### config.mk
export PLATFORM = sky130hd
export DESIGN_NAME = mem_bus_arbiter_flat
export DESIGN_NICKNAME = d
export VERILOG_FILES = /design/src/rtl/mem_bus_arbiter_if.sv /design/src/rtl/mem_bus_arbiter.sv /design/src/flat_wrapper.sv
export SDC_FILE = /design/constraint.sdc
export NUM_CORES = 1
export LEC_CHECK = 0
export ABC_AREA = 1
export BUFFER_PORTS_ARGS = -buffer_cell sky130_fd_sc_hd__buf_2
export CAP_MARGIN = 0
export CORE_AREA = 5 5 174 176
export DETAILED_ROUTE_END_ITERATION = 10
export DIE_AREA = 0 0 179 181
export GPL_TIMING_DRIVEN = 0
export SKIP_LAST_GASP = 1
export SLEW_MARGIN = 20
export SYNTH_ARGS = -nofsm -noshare
export SYNTH_HDL_FRONTEND = slang
export SYNTH_SLANG_ARGS = --single-unit
### constraint.sdc
create_clock -name clock -period 3.2 [get_ports clock]
set_clock_uncertainty 0.2 [all_clocks]
set_input_delay 0.16 -clock clock [delete_from_list [all_inputs] [get_ports clock]]
set_output_delay 0.16 -clock clock [all_outputs]
set_load 0.1 [all_outputs]
### src/rtl/mem_bus_arbiter_if.sv
// ---------------------------------------------------------------------------
// mem_bus_arbiter_if
// Bundles the I-side and D-side request ports, the shared memory bus and the
// per-side response/completion returns that the memory bus arbiter sits
// between. The arbiter connects through the slave modport. Whatever drives
// the requests and models memory connects through the master modport.
// ---------------------------------------------------------------------------
interface mem_bus_arbiter_if #(
   parameter int TAG_W = 4
);

   // I-side request (icache controller)
   logic [1:0]       proc2Imem_command;
   logic [31:0]      proc2Imem_addr;

   // D-side request (dcache / LSQ miss path)
   logic [1:0]       proc2Dmem_command;
   logic [31:0]      proc2Dmem_addr;
   logic [63:0]      proc2Dmem_data;

   // Memory side returns
   logic [TAG_W-1:0] mem2proc_response;
   logic [TAG_W-1:0] mem2proc_tag;
   logic [63:0]      mem2proc_data;

   // Shared processor-to-memory bus
   logic [1:0]       proc2mem_command;
   logic [31:0]      proc2mem_addr;
   logic [63:0]      proc2mem_data;

   // Per-side returns
   logic [TAG_W-1:0] Imem2proc_response;
   logic [TAG_W-1:0] Imem2proc_tag;
   logic [63:0]      Imem2proc_data;
   logic [TAG_W-1:0] Dmem2proc_response;
   logic [TAG_W-1:0] Dmem2proc_tag;
   logic [63:0]      Dmem2proc_data;

   // Completion tag arrived with no recorded owner
   logic             arb_tag_err;

   modport slave (
      input  proc2Imem_command, proc2Imem_addr,
      input  proc2Dmem_command, proc2Dmem_addr, proc2Dmem_data,
      input  mem2proc_response, mem2proc_tag, mem2proc_data,
      output proc2mem_command, proc2mem_addr, proc2mem_data,
      output Imem2proc_response, Imem2proc_tag, Imem2proc_data,
      output Dmem2proc_response, Dmem2proc_tag, Dmem2proc_data,
      output arb_tag_err
   );

   modport master (
      output proc2Imem_command, proc2Imem_addr,
      output proc2Dmem_command, proc2Dmem_addr, proc2Dmem_data,
      output mem2proc_response, mem2proc_tag, mem2proc_data,
      input  proc2mem_command, proc2mem_addr, proc2mem_data,
      input  Imem2proc_response, Imem2proc_tag, Imem2proc_data,
      input  Dmem2proc_response, Dmem2proc_tag, Dmem2proc_data,
      input  arb_tag_err
   );

endinterface

### src/rtl/mem_bus_arbiter.sv
// ---------------------------------------------------------------------------
// mem_bus_arbiter
// Arbitrates the I-side and D-side memory requests onto one processor-memory
// bus. The grant is combinational. D wins ties unless the I-side has been
// starved for STARVE_LIMIT consecutive cycles. The accept tag goes back only
// to the granted side. A tag ownership table routes each load completion back
// to the side that issued it. Unowned completions raise arb_tag_err for that
// cycle.
//
// Optional build macro: MEM_ARB_STATS_EN
//   When defined, the module has three extra outputs carrying wrapping
//   32-bit counters: accepted I grants, accepted D grants and forced
//   (starvation override) grants.
// ---------------------------------------------------------------------------
module mem_bus_arbiter #(
   parameter int STARVE_LIMIT = 4,   // 1..15
   parameter int TAG_W        = 4    // must match the interface TAG_W
) (
   input  logic               clock,
   input  logic               reset,
   mem_bus_arbiter_if.slave   bus
`ifdef MEM_ARB_STATS_EN
   ,
   output logic [31:0]        arb_i_grants,
   output logic [31:0]        arb_d_grants,
   output logic [31:0]        arb_forced_grants
`endif
);

   localparam logic [1:0] BUS_NONE  = 2'd0;
   localparam logic [1:0] BUS_LOAD  = 2'd1;
   localparam int         N_TAGS    = 1 << TAG_W;

   // ------------------------------------------------------------------
   // State
   // ------------------------------------------------------------------
   logic [3:0]        starve_q, starve_d;
   logic [N_TAGS-1:0] valid_q,  valid_d;
   logic [N_TAGS-1:0] owner_q,  owner_d;   // 0 = I side, 1 = D side

   // ------------------------------------------------------------------
   // Combinational decode
   // ------------------------------------------------------------------
   logic i_req, d_req;
   logic force_i;
   logic grant_i, grant_d;
   logic resp_nz;
   logic load_accept;
   logic tag_nz;
   logic cpl_valid;
   logic cpl_hit;
   logic cpl_owner;

   // Grant decision, bus forwarding, response and completion routing
   always_comb begin
      i_req     = (bus.proc2Imem_command != BUS_NONE);
      d_req     = (bus.proc2Dmem_command != BUS_NONE);

      // Starvation override only matters when both sides contend
      force_i   = i_req && d_req && (starve_q >= 4'(STARVE_LIMIT));
      grant_i   = i_req && (!d_req || force_i);
      grant_d   = d_req && !grant_i;

      resp_nz   = (bus.mem2proc_response != '0);
      tag_nz    = (bus.mem2proc_tag != '0);
      cpl_valid = valid_q[bus.mem2proc_tag];
      cpl_owner = owner_q[bus.mem2proc_tag];
      cpl_hit   = tag_nz && cpl_valid;

      // Bus side: forward the granted request unchanged
      bus.proc2mem_command = BUS_NONE;
      bus.proc2mem_addr    = '0;
      bus.proc2mem_data    = '0;
      if (grant_i) begin
         bus.proc2mem_command = bus.proc2Imem_command;
         bus.proc2mem_addr    = bus.proc2Imem_addr;
      end else if (grant_d) begin
         bus.proc2mem_command = bus.proc2Dmem_command;
         bus.proc2mem_addr    = bus.proc2Dmem_addr;
         bus.proc2mem_data    = bus.proc2Dmem_data;
      end

      // Only loads produce a completion, so only load accepts are recorded
      load_accept = (grant_i || grant_d) && resp_nz &&
                    (bus.proc2mem_command == BUS_LOAD);

      // Accept tag to the granted side only. A zero tells the other side to retry.
      bus.Imem2proc_response = grant_i ? bus.mem2proc_response : '0;
      bus.Dmem2proc_response = grant_d ? bus.mem2proc_response : '0;

      // Completion tag to its recorded owner only
      bus.Imem2proc_tag = (cpl_hit && !cpl_owner) ? bus.mem2proc_tag : '0;
      bus.Dmem2proc_tag = (cpl_hit &&  cpl_owner) ? bus.mem2proc_tag : '0;
      bus.arb_tag_err   = tag_nz && !cpl_valid;

      // Data is broadcast. The tag qualifies it on each side.
      bus.Imem2proc_data = bus.mem2proc_data;
      bus.Dmem2proc_data = bus.mem2proc_data;
   end

   // Starvation count: consecutive cycles I asked and lost
   always_comb begin
      starve_d = '0;
      if (i_req && !grant_i)
         starve_d = (starve_q == 4'hF) ? starve_q : starve_q + 4'd1;
   end

   // ------------------------------------------------------------------
   // Tag ownership table next-state, one slice per tag. A new accept
   // outranks a completion of the same tag in the same cycle, so a
   // reissued tag stays valid under its new owner.
   // ------------------------------------------------------------------
   genvar gi;
   generate
      for (gi = 0; gi < N_TAGS; gi++) begin : g_tag
         logic set_hit;
         logic clr_hit;
         assign set_hit = load_accept &&
                          (bus.mem2proc_response == TAG_W'(gi));
         assign clr_hit = cpl_hit && (bus.mem2proc_tag == TAG_W'(gi));
         assign valid_d[gi] = set_hit ? 1'b1 :
                              clr_hit ? 1'b0 : valid_q[gi];
         assign owner_d[gi] = set_hit ? grant_d : owner_q[gi];
      end
   endgenerate

   // Register starvation count and ownership table. Reset drops all ownership.
   always_ff @(posedge clock) begin
      if (reset) begin
         starve_q <= '0;
         valid_q  <= '0;
         owner_q  <= '0;
      end else begin
         starve_q <= starve_d;
         valid_q  <= valid_d;
         owner_q  <= owner_d;
      end
   end

`ifdef MEM_ARB_STATS_EN
   logic [31:0] i_grants_q, d_grants_q, forced_grants_q;

   // Wrapping grant statistics: accepted grants per side and forced I wins
   always_ff @(posedge clock) begin
      if (reset) begin
         i_grants_q      <= '0;
         d_grants_q      <= '0;
         forced_grants_q <= '0;
      end else begin
         if (grant_i && resp_nz) i_grants_q <= i_grants_q + 32'd1;
         if (grant_d && resp_nz) d_grants_q <= d_grants_q + 32'd1;
         if (force_i)            forced_grants_q <= forced_grants_q + 32'd1;
      end
   end

   assign arb_i_grants      = i_grants_q;
   assign arb_d_grants      = d_grants_q;
   assign arb_forced_grants = forced_grants_q;
`endif

endmodule
### src/flat_wrapper.sv
// flat-port wrapper written by rule: the top's interface ports become plain ports
module mem_bus_arbiter_flat 
#(
   parameter int STARVE_LIMIT = 4,           
   parameter int TAG_W        = 4                                     
)
  (clock, reset, bus_proc2Imem_command, bus_proc2Imem_addr, bus_proc2Dmem_command, bus_proc2Dmem_addr, bus_proc2Dmem_data, bus_mem2proc_response, bus_mem2proc_tag, bus_mem2proc_data, bus_proc2mem_command, bus_proc2mem_addr, bus_proc2mem_data, bus_Imem2proc_response, bus_Imem2proc_tag, bus_Imem2proc_data, bus_Dmem2proc_response, bus_Dmem2proc_tag, bus_Dmem2proc_data, bus_arb_tag_err);
  mem_bus_arbiter_if #(.TAG_W(TAG_W)) bus_i ();
  input  logic clock;
  input  logic reset;
  input wire logic [$bits(bus_i.proc2Imem_command)-1:0] bus_proc2Imem_command;
  input wire logic [$bits(bus_i.proc2Imem_addr)-1:0] bus_proc2Imem_addr;
  input wire logic [$bits(bus_i.proc2Dmem_command)-1:0] bus_proc2Dmem_command;
  input wire logic [$bits(bus_i.proc2Dmem_addr)-1:0] bus_proc2Dmem_addr;
  input wire logic [$bits(bus_i.proc2Dmem_data)-1:0] bus_proc2Dmem_data;
  input wire logic [$bits(bus_i.mem2proc_response)-1:0] bus_mem2proc_response;
  input wire logic [$bits(bus_i.mem2proc_tag)-1:0] bus_mem2proc_tag;
  input wire logic [$bits(bus_i.mem2proc_data)-1:0] bus_mem2proc_data;
  output wire logic [$bits(bus_i.proc2mem_command)-1:0] bus_proc2mem_command;
  output wire logic [$bits(bus_i.proc2mem_addr)-1:0] bus_proc2mem_addr;
  output wire logic [$bits(bus_i.proc2mem_data)-1:0] bus_proc2mem_data;
  output wire logic [$bits(bus_i.Imem2proc_response)-1:0] bus_Imem2proc_response;
  output wire logic [$bits(bus_i.Imem2proc_tag)-1:0] bus_Imem2proc_tag;
  output wire logic [$bits(bus_i.Imem2proc_data)-1:0] bus_Imem2proc_data;
  output wire logic [$bits(bus_i.Dmem2proc_response)-1:0] bus_Dmem2proc_response;
  output wire logic [$bits(bus_i.Dmem2proc_tag)-1:0] bus_Dmem2proc_tag;
  output wire logic [$bits(bus_i.Dmem2proc_data)-1:0] bus_Dmem2proc_data;
  output wire logic [$bits(bus_i.arb_tag_err)-1:0] bus_arb_tag_err;
  assign bus_i.proc2Imem_command = bus_proc2Imem_command;
  assign bus_i.proc2Imem_addr = bus_proc2Imem_addr;
  assign bus_i.proc2Dmem_command = bus_proc2Dmem_command;
  assign bus_i.proc2Dmem_addr = bus_proc2Dmem_addr;
  assign bus_i.proc2Dmem_data = bus_proc2Dmem_data;
  assign bus_i.mem2proc_response = bus_mem2proc_response;
  assign bus_i.mem2proc_tag = bus_mem2proc_tag;
  assign bus_i.mem2proc_data = bus_mem2proc_data;
  assign bus_proc2mem_command = bus_i.proc2mem_command;
  assign bus_proc2mem_addr = bus_i.proc2mem_addr;
  assign bus_proc2mem_data = bus_i.proc2mem_data;
  assign bus_Imem2proc_response = bus_i.Imem2proc_response;
  assign bus_Imem2proc_tag = bus_i.Imem2proc_tag;
  assign bus_Imem2proc_data = bus_i.Imem2proc_data;
  assign bus_Dmem2proc_response = bus_i.Dmem2proc_response;
  assign bus_Dmem2proc_tag = bus_i.Dmem2proc_tag;
  assign bus_Dmem2proc_data = bus_i.Dmem2proc_data;
  assign bus_arb_tag_err = bus_i.arb_tag_err;
  mem_bus_arbiter #(.STARVE_LIMIT(STARVE_LIMIT), .TAG_W(TAG_W)) u_core (.clock(clock), .reset(reset), .bus(bus_i));
endmodule
* After elaboration in Yosys (flattened, before gate mapping)
Cells that the tools add are included.
Word-level totals: bits in registers 36, input bits 206, output and inout bits 243, logic and storage cells 187
Cells by class: add/subtract/negate cells 1, magnitude comparators 2, eq/ne operators 32, multiplexer cells 46, bitwise operators 1, reductions and logical operators 72
Operators by type and width (count):
- $mux 64 | 2
- $eq 4x4->1 const B | 17
- $mux 32 | 2
- $logic_and 1x1->1 | 43
- $reduce_bool 2->1 | 18
- $mux 1 | 34
- $eq 4x3->1 const B | 8
- $eq 4x2->1 const B | 4
- $mux 4 | 4
- $bmux 1 s4 | 2
- $eq 4x1->1 const B | 2
- $logic_not 4->1 | 2
- $reduce_bool 4->1 | 2
- $lt 4x5->1 const B | 1
- $add 4x1->4 const B | 1
- $ge 4x3->1 const B | 1
- $logic_not 1->1 | 4
- $mux 2 | 2
- $eq 2x1->1 const B | 1
- $logic_or 1x1->1 | 2
- $reduce_or 2->1 | 1
- $not 1->1 | 1

* Depth between registers and ports, before layout
Gate-level depths: netlist (run 1).
word-level depth 13, depth in mapped cells 13, gate-level depth less buffers 12

* Worst setup path before layout (run 1)
Ideal clock, no wire load.
path kind register -> output, start reg u_core.starve_q[2], end out bus_proc2mem_command[0], arrival time 2.740 ns, required time 2.840 ns, path slack 0.100 ns, stages on the path, launching flop included 5, path buffers 0, cell sequence dfxtp_1 -> o21ai_2 -> nand2_2 -> nand2_2 -> o21ai_0
On the way: cells in the longest elaborated chain, start to end 8
Ends and longest elaborated chain:
- start: declaration | line mem_bus_arbiter.sv:37 | logic [3:0] starve_q, starve_d;
- start signal: assignment | line mem_bus_arbiter.sv:134 | starve_q <= starve_d;
- $ge 4x3->1 * | line mem_bus_arbiter.sv:60 | force_i = i_req && d_req && (starve_q >= 4'(STARVE_LIMIT));
- $logic_and 1x1->1 * | line mem_bus_arbiter.sv:60
- $logic_or 1x1->1 * | line mem_bus_arbiter.sv:61 | grant_i = i_req && (!d_req || force_i);
- $logic_and 1x1->1 * | line mem_bus_arbiter.sv:61
- $logic_not 1->1 | line mem_bus_arbiter.sv:62 | grant_d = d_req && !grant_i;
- $logic_and 1x1->1 | line mem_bus_arbiter.sv:62
- $mux 2 | line mem_bus_arbiter.sv:77 | end else if (grant_d) begin
- $mux 2 * | line mem_bus_arbiter.sv:74 | if (grant_i) begin
- end: declaration | line flat_wrapper.sv:19 | output wire logic [$bits(bus_i.proc2mem_command)-1:0] bus_proc2mem_command;
Mark *: on every way between the ends. The rest lies on a longest branch, timed or not.

* Worst setup path after layout (run 1)
start reg u_core.starve_q[2], end out bus_proc2mem_addr[28]
On the way: cells in the longest elaborated chain, start to end 8
Ends and longest elaborated chain:
- $ge 4x3->1 * | line mem_bus_arbiter.sv:60
- $logic_and 1x1->1 * | line mem_bus_arbiter.sv:60
- $logic_or 1x1->1 * | line mem_bus_arbiter.sv:61
- $logic_and 1x1->1 * | line mem_bus_arbiter.sv:61
- $logic_not 1->1 | line mem_bus_arbiter.sv:62
- $logic_and 1x1->1 | line mem_bus_arbiter.sv:62
- $mux 32 | line mem_bus_arbiter.sv:77
- $mux 32 * | line mem_bus_arbiter.sv:74
- end: declaration | line flat_wrapper.sv:20 | output wire logic [$bits(bus_i.proc2mem_addr)-1:0] bus_proc2mem_addr;
Marked as above.

==> flow_summary.json, run 1 <==
{
  "status": "completed",
  "cts_made_buffers": 5,
  "synth_top_area_frac": 0.245,
  "synth_nets": 880,
  "max_cap_viol_count": 0,
  "overflow": 0,
  "die_h_um": 181,
  "nets": 1270,
  "synthTopCellsByArea": "buf_4 (25%), dfxtp_1 (18%), nand2_1 (15%), nor2_1 (9.7%), inv_1 (7.6%)",
  "n_fill_cell": 3306,
  "hold_ws_ps": 209,
  "cp_max_fo": 10,
  "core_um2": 28500,
  "leakagePower_nw": 3.90,
  "cts_tree": "done",
  "gp_congestion": 0.884,
  "synth_cell_types": 30,
  "pre_cts_ws_ps": 209,
  "wl_per_cell_um": 15.5,
  "min_period_ps": 2880,
  "firstDrtPassIters": 5,
  "cp-startpoint": "u_core.starve_q[2]",
  "ys_warn_count": 0,
  "die_x_um": 179,
  "grt_pass1_wl_mm": 32.2,
  "crit_required_ps": 2840,
  "path_cells": "o21ai_2, nand2_2, inv_1, buf_2, buf_1, nand2_1, nand2_1, buf_2",
  "clock-sinks": 36,
  "synth-edff-count": 0,
  "path_depth": 8,
  "initial_core_util": 0.138,
  "period_share": 0.900,
  "htreeDepth": 2,
  "tns_ps": 0,
  "antenna_found_initial": 8,
  "arrival_ps": 2520,
  "avgSynthCellArea_um2": 5.82,
  "yosys-top-cells-count": "nand2_1 (158), buf_4 (128), nor2_1 (101), inv_1 (79), nand3_1 (52)",
  "finalSetupViolCount": 0,
  "fmax_ghz": 0.347,
  "routed_wirelength_mm": 22.5,
  "slowest_stage": "buf_2",
  "worstSetupEndpointType": "output pin",
  "io_pins": 449,
  "hold_class": "primary input to flip-flop",
  "setup.worst_path.start_class": "flip-flop",
  "synth_area_leader_cell": "buf_4",
  "r2r.worst_path.cells": 8,
  "gr-usage-all-layers": 0.130,
  "clk_pin_slew_worst_paths_ps": 60,
  "drt_iter0_markers": 257,
  "dieArea_um2": 32400,
  "crit-reg2reg-launch": "u_core.starve_q[2]",
  "via_count": 5380,
  "ant_nets": 0,
  "cp_top_family": "buffers and inverters",
  "rsz0062_at_grt": "false",
  "hold_viol": 0,
  "synth.cell_area_um2": 3920,
  "grt_pass1_vias": 5166,
  "drv_slew": 0,
  "power_density_nw_per_um2": 484,
  "crit_buf_inv": 4,
  "crit_end": "bus_proc2mem_addr[28]",
  "root_buffer": "clkbuf_16",
  "hpwl_mm": 20.3,
  "io_buffers": 382,
  "area_delta_synth_final_pct": 65.8,
  "synth_ff_type": "dfxtp_1",
  "slew_headroom": 0.562,
  "rrSetupSlack_ps": 1350,
  "drc": 0,
  "vdd_ir_drop_max_uv": 242,
  "ys_ff_latch": 36,
  "layout_setup_ws_ps": 319,
  "post-cts-setup-buffers": 0,
  "post_drt_via_cell_ratio": 3.71,
  "worstMarginPinSlew_ps": 657,
  "layout-drive-gt1-share": 0.523,
  "yosysSeqAreaShare": 0.184,
  "critPathKind": "flip-flop to output pin",
  "timing.rr.end": "u_core.owner_q[7]",
  "clkLatencyLatePin_ps": 280,
  "num_rows": 62,
  "synthCells": 673,
  "yosysMostFrequentCell": "nand2_1",
  "clock_path_buffers": 2,
  "synthArstFlopShare": 0,
  "max_stage_delay_ps": 440,
  "grt_max_degree": 13
}
repair_timing:
action                                 CTS  global route
endpoints found under the hold margin    2             0
resized for setup                        1             0
hold buffers                             1             0
setup endpoints to repair                3             0
worst min-delay path by stage:
stage | start | to | slack, ps | cells past startpoint
after floorplan | u_core.valid_q[0] | u_core.valid_q[0] | 200 | 2
after global placement | u_core.owner_q[0] | u_core.owner_q[0] | 210 | 2
after detailed placement | u_core.valid_q[0] | u_core.valid_q[0] | 220 | 2
after CTS | bus_mem2proc_tag[1] | u_core.valid_q[4] | 200 | 5
after global routing | u_core.owner_q[0] | u_core.owner_q[0] | 250 | 2
final | bus_mem2proc_tag[1] | u_core.valid_q[4] | 210 | 5
power by group:
part	switching [mW]	leakage [nW]	internal, mW
clock	0.185	0.0798	0.366
combinational	1.77	3.53	0.362
sequential	0.00494	0.291	0.458
total	1.96	3.90	1.19
cells in the final DEF (no fill, tap or decap), drive strengths merged, types with 2 or more instances in the layout:
cell type / instances
nand3: 52
a21oi: 33
or2: 2
inv: 85
buf: 523
dfxtp: 36
bufinv: 2
a22oi: 8
o21ai: 15
nor2: 109
diode: 2
clkbuf: 21
nand2: 168
worst register-to-register path: cells and delay by family (launching register included):
family	cells	cell delay (ps)
buffers and inverters	1	240
AO/OA/AOI/OAI	3	480
AND/OR/NAND/NOR	4	510
flip-flops	1	340
registers in the layout (all words and copies together) (netlist names):
signal and count:
u_core.valid_q 16, u_core.owner_q 16, u_core.starve_q 4
cell type report:
class                           count  area [µm²]  share of cell area
Clock inverter                      3        42.5             0.00655
Multi-Input combinational cell    394        1740               0.268
Buffer                            157        1120               0.172
Tap cell                          384         480              0.0740
Antenna cell                        2        5.00            0.000771
Sequential cell                    36         721               0.111
Timing Repair Buffer              383        1920               0.296
Inverter                           86         337              0.0518
Clock buffer                        5         125              0.0193
per-stage QoR:
stage,util,total power [mW],std cells,cell area (µm²)
final,0.228,3.14,1450,6490
after global routing,0.228,3.24,1448,6490
after CTS,0.228,3.16,1448,6490
after detailed placement,0.222,2.61,1439,6310
after global placement,0.222,2.61,1439,6310
after floorplan,-,2.22,673,3920
cell families (layout without fill, tap and decap cells):
group                      after synthesis  after routing  share of synthesized area
AOI/OAI and AO/OA                       57             57                     0.0802
and+or+nand+nor                        333            333                      0.356
xor gates and xnor gates                 2              2                    0.00447
adders and majority gates                1              1                    0.00319
other                                    1              3                   0.000958
DFF                                     36             36                      0.184
buffers and inverters                  243            634                      0.371
metal layers:
layer | vias to the layer above | share of wire | global-route usage
li1 | 2687 | - | -
met1 | 2390 | 0.43 | 0.174
met2 | 263 | 0.45 | 0.206
met3 | 28 | 0.094 | 0.0414
met4 | 12 | 0.019 | 0.0249
met5 | - | 0.0035 | 0
(Power assumes the default switching activity.)
==> run 2: changes to the inputs <==
==> constraint.sdc (replaced) <==
create_clock -name clock -period 3.5 [get_ports clock]
set_clock_uncertainty 0.2 [all_clocks]
set_input_delay 0.175 -clock clock [delete_from_list [all_inputs] [get_ports clock]]
set_output_delay 0.175 -clock clock [all_outputs]
set_load 0.1 [all_outputs]
==> run 2 against run 1 <==
  * Sequential share of layout area about the same
  * Critical path depth down 1
  * Register-to-register slack better by 300 ps
  * Via count down 0.19%
  * Power down 8.6%
  * Non-clock buffer count unchanged
  * Critical path type unchanged
  * Die area unchanged
  * Final area about the same
  * Clock-buffer cell count unchanged
  * Largest power group unchanged
  * Critical endpoint unchanged
  * Clock power down 8.7%
==> flow_summary.json, run 2 (same netlist as run 1, synthesis figures left out) <==
{
  "layout_common_cells": "buf_2 (387), nand2_1 (158), buf_4 (128)",
  "drv_slew": 0,
  "initial_core_util": 0.138,
  "clkLatencyLatePin_ps": 280,
  "gr-usage-all-layers": 0.130,
  "io_pins": 449,
  "layout_setup_ws_ps": 479,
  "total_power_mw": 2.87,
  "rsz0062_at_grt": "false",
  "min_period_ps": 3020,
  "critPathKind": "flip-flop to output pin",
  "fin_cells": 1450,
  "dieArea_um2": 32400,
  "drt_iter0_markers": 248,
  "routed_wirelength_mm": 22.5,
  "core_um2": 28500,
  "die_h_um": 181,
  "slew_headroom": 0.510,
  "hold_ws_ps": 226,
  "hold_viol": 0,
  "leakagePower_nw": 3.90,
  "pre_cts_ws_ps": 479,
  "max_cap_viol_count": 0,
  "clock_path_buffers": 2,
  "num_rows": 62,
  "die_x_um": 179,
  "post-cts-setup-buffers": 0,
  "mostFrequentLayoutCell": "buf_2",
  "hpwl_mm": 20.3,
  "clk_pin_slew_worst_paths_ps": 60,
  "antenna_found_initial": 8,
  "worstSetupEndpointType": "output pin",
  "ctsResizeCount": 0,
  "setup.worst_path.start_class": "flip-flop",
  "cts_made_buffers": 5,
  "vdd_ir_drop_max_uv": 221,
  "ant_nets": 0,
  "cts_tree": "done",
  "crit_required_ps": 3120,
  "status": "completed",
  "grt_max_degree": 13,
  "worstMarginPinSlew_ps": 735,
  "placed_area_um2": 6310,
  "cp_max_fo": 10,
  "tns_ps": 0,
  "period_share": 0.863,
  "dp_cells": 1439,
  "root_buffer": "clkbuf_16",
  "area_delta_synth_final_pct": 65.8,
  "top_regs": "u_core.owner_q (16), u_core.valid_q (16), u_core.starve_q (4)",
  "gp_congestion": 0.884,
  "final_cell_area_um2": 6490,
  "firstDrtPassIters": 5,
  "finalSetupViolCount": 0,
  "drc": 0,
  "grt_pass1_vias": 5166,
  "fin_util": 0.228,
  "wl_per_cell_um": 15.5,
  "via_count": 5370,
  "overflow": 0,
  "post_drt_via_cell_ratio": 3.70,
  "layout-drive-gt1-share": 0.523,
  "htreeDepth": 2,
  "fmax_ghz": 0.331,
  "hold_class": "primary input to flip-flop",
  "arrival_ps": 2650,
  "grt_pass1_wl_mm": 32.2,
  "clock-sinks": 36,
  "power_density_nw_per_um2": 442,
  "io_buffers": 382,
  "nets": 1270
}
run 2: changes by cell type in the layout (fill, tap and decap cells not counted):
| cell | previous run | this run |
|---|---|---|
| clkbuf_1 | 15 | 16 |
| clkbuf_2 | 1 | 0 |
run 2: power by group:
group	switching, mW	internal, mW	total (mW)	leakage (nW)
Sequential	0.00453	0.418	0.423	0.291
Combinational	1.62	0.331	1.95	3.53
Clock	0.168	0.334	0.502	0.0798
Total	1.79	1.08	2.87	3.90
run 2: timing repair:
action / CTS / global route
hold buffers: 1 / 0
endpoints found under the hold margin: 1 / 0
setup endpoints to repair: 0 / 0
run 2: final timing paths:
path | startpoint | endpoint | slack, ps | depth (start not counted)
max | u_core.starve_q[2] | bus_proc2mem_addr[28] | 480 | 7
min | bus_mem2proc_tag[1] | u_core.valid_q[4] | 230 | 5
max reg2reg | u_core.starve_q[2] | u_core.owner_q[7] | 1650 | 8
min reg2reg | u_core.valid_q[0] | u_core.valid_q[0] | 230 | 2
run 2: final cells by class:
type	instances	area, µm²
diodes	2	5.00
plain buffers	157	1120
clock buffers	5	125
clock inverters	3	42.5
fillers	3307	22000
inverters	86	337
multi-input cells	394	1740
flip-flops and latches	36	721
well taps	384	480
repair buffers	383	1920
run 2: worst max-delay path, cell delays in order (launching register included):
cell and delay [ps]:
dfxtp_1 400, o21ai_2 110, nand2_2 90, clkbuf_1 570, clkbuf_1 510, nand3_1 130, nand2_1 120, buf_2 440
run 2: routing by layer:
metal  GRT usage  vias to the layer above  routed length, µm
li1            -                     2689                  -
met1       0.173                     2375               9710
met2       0.207                      264              10300
met3      0.0414                       30               2040
met4      0.0249                       12                431
met5           0                        -                 79
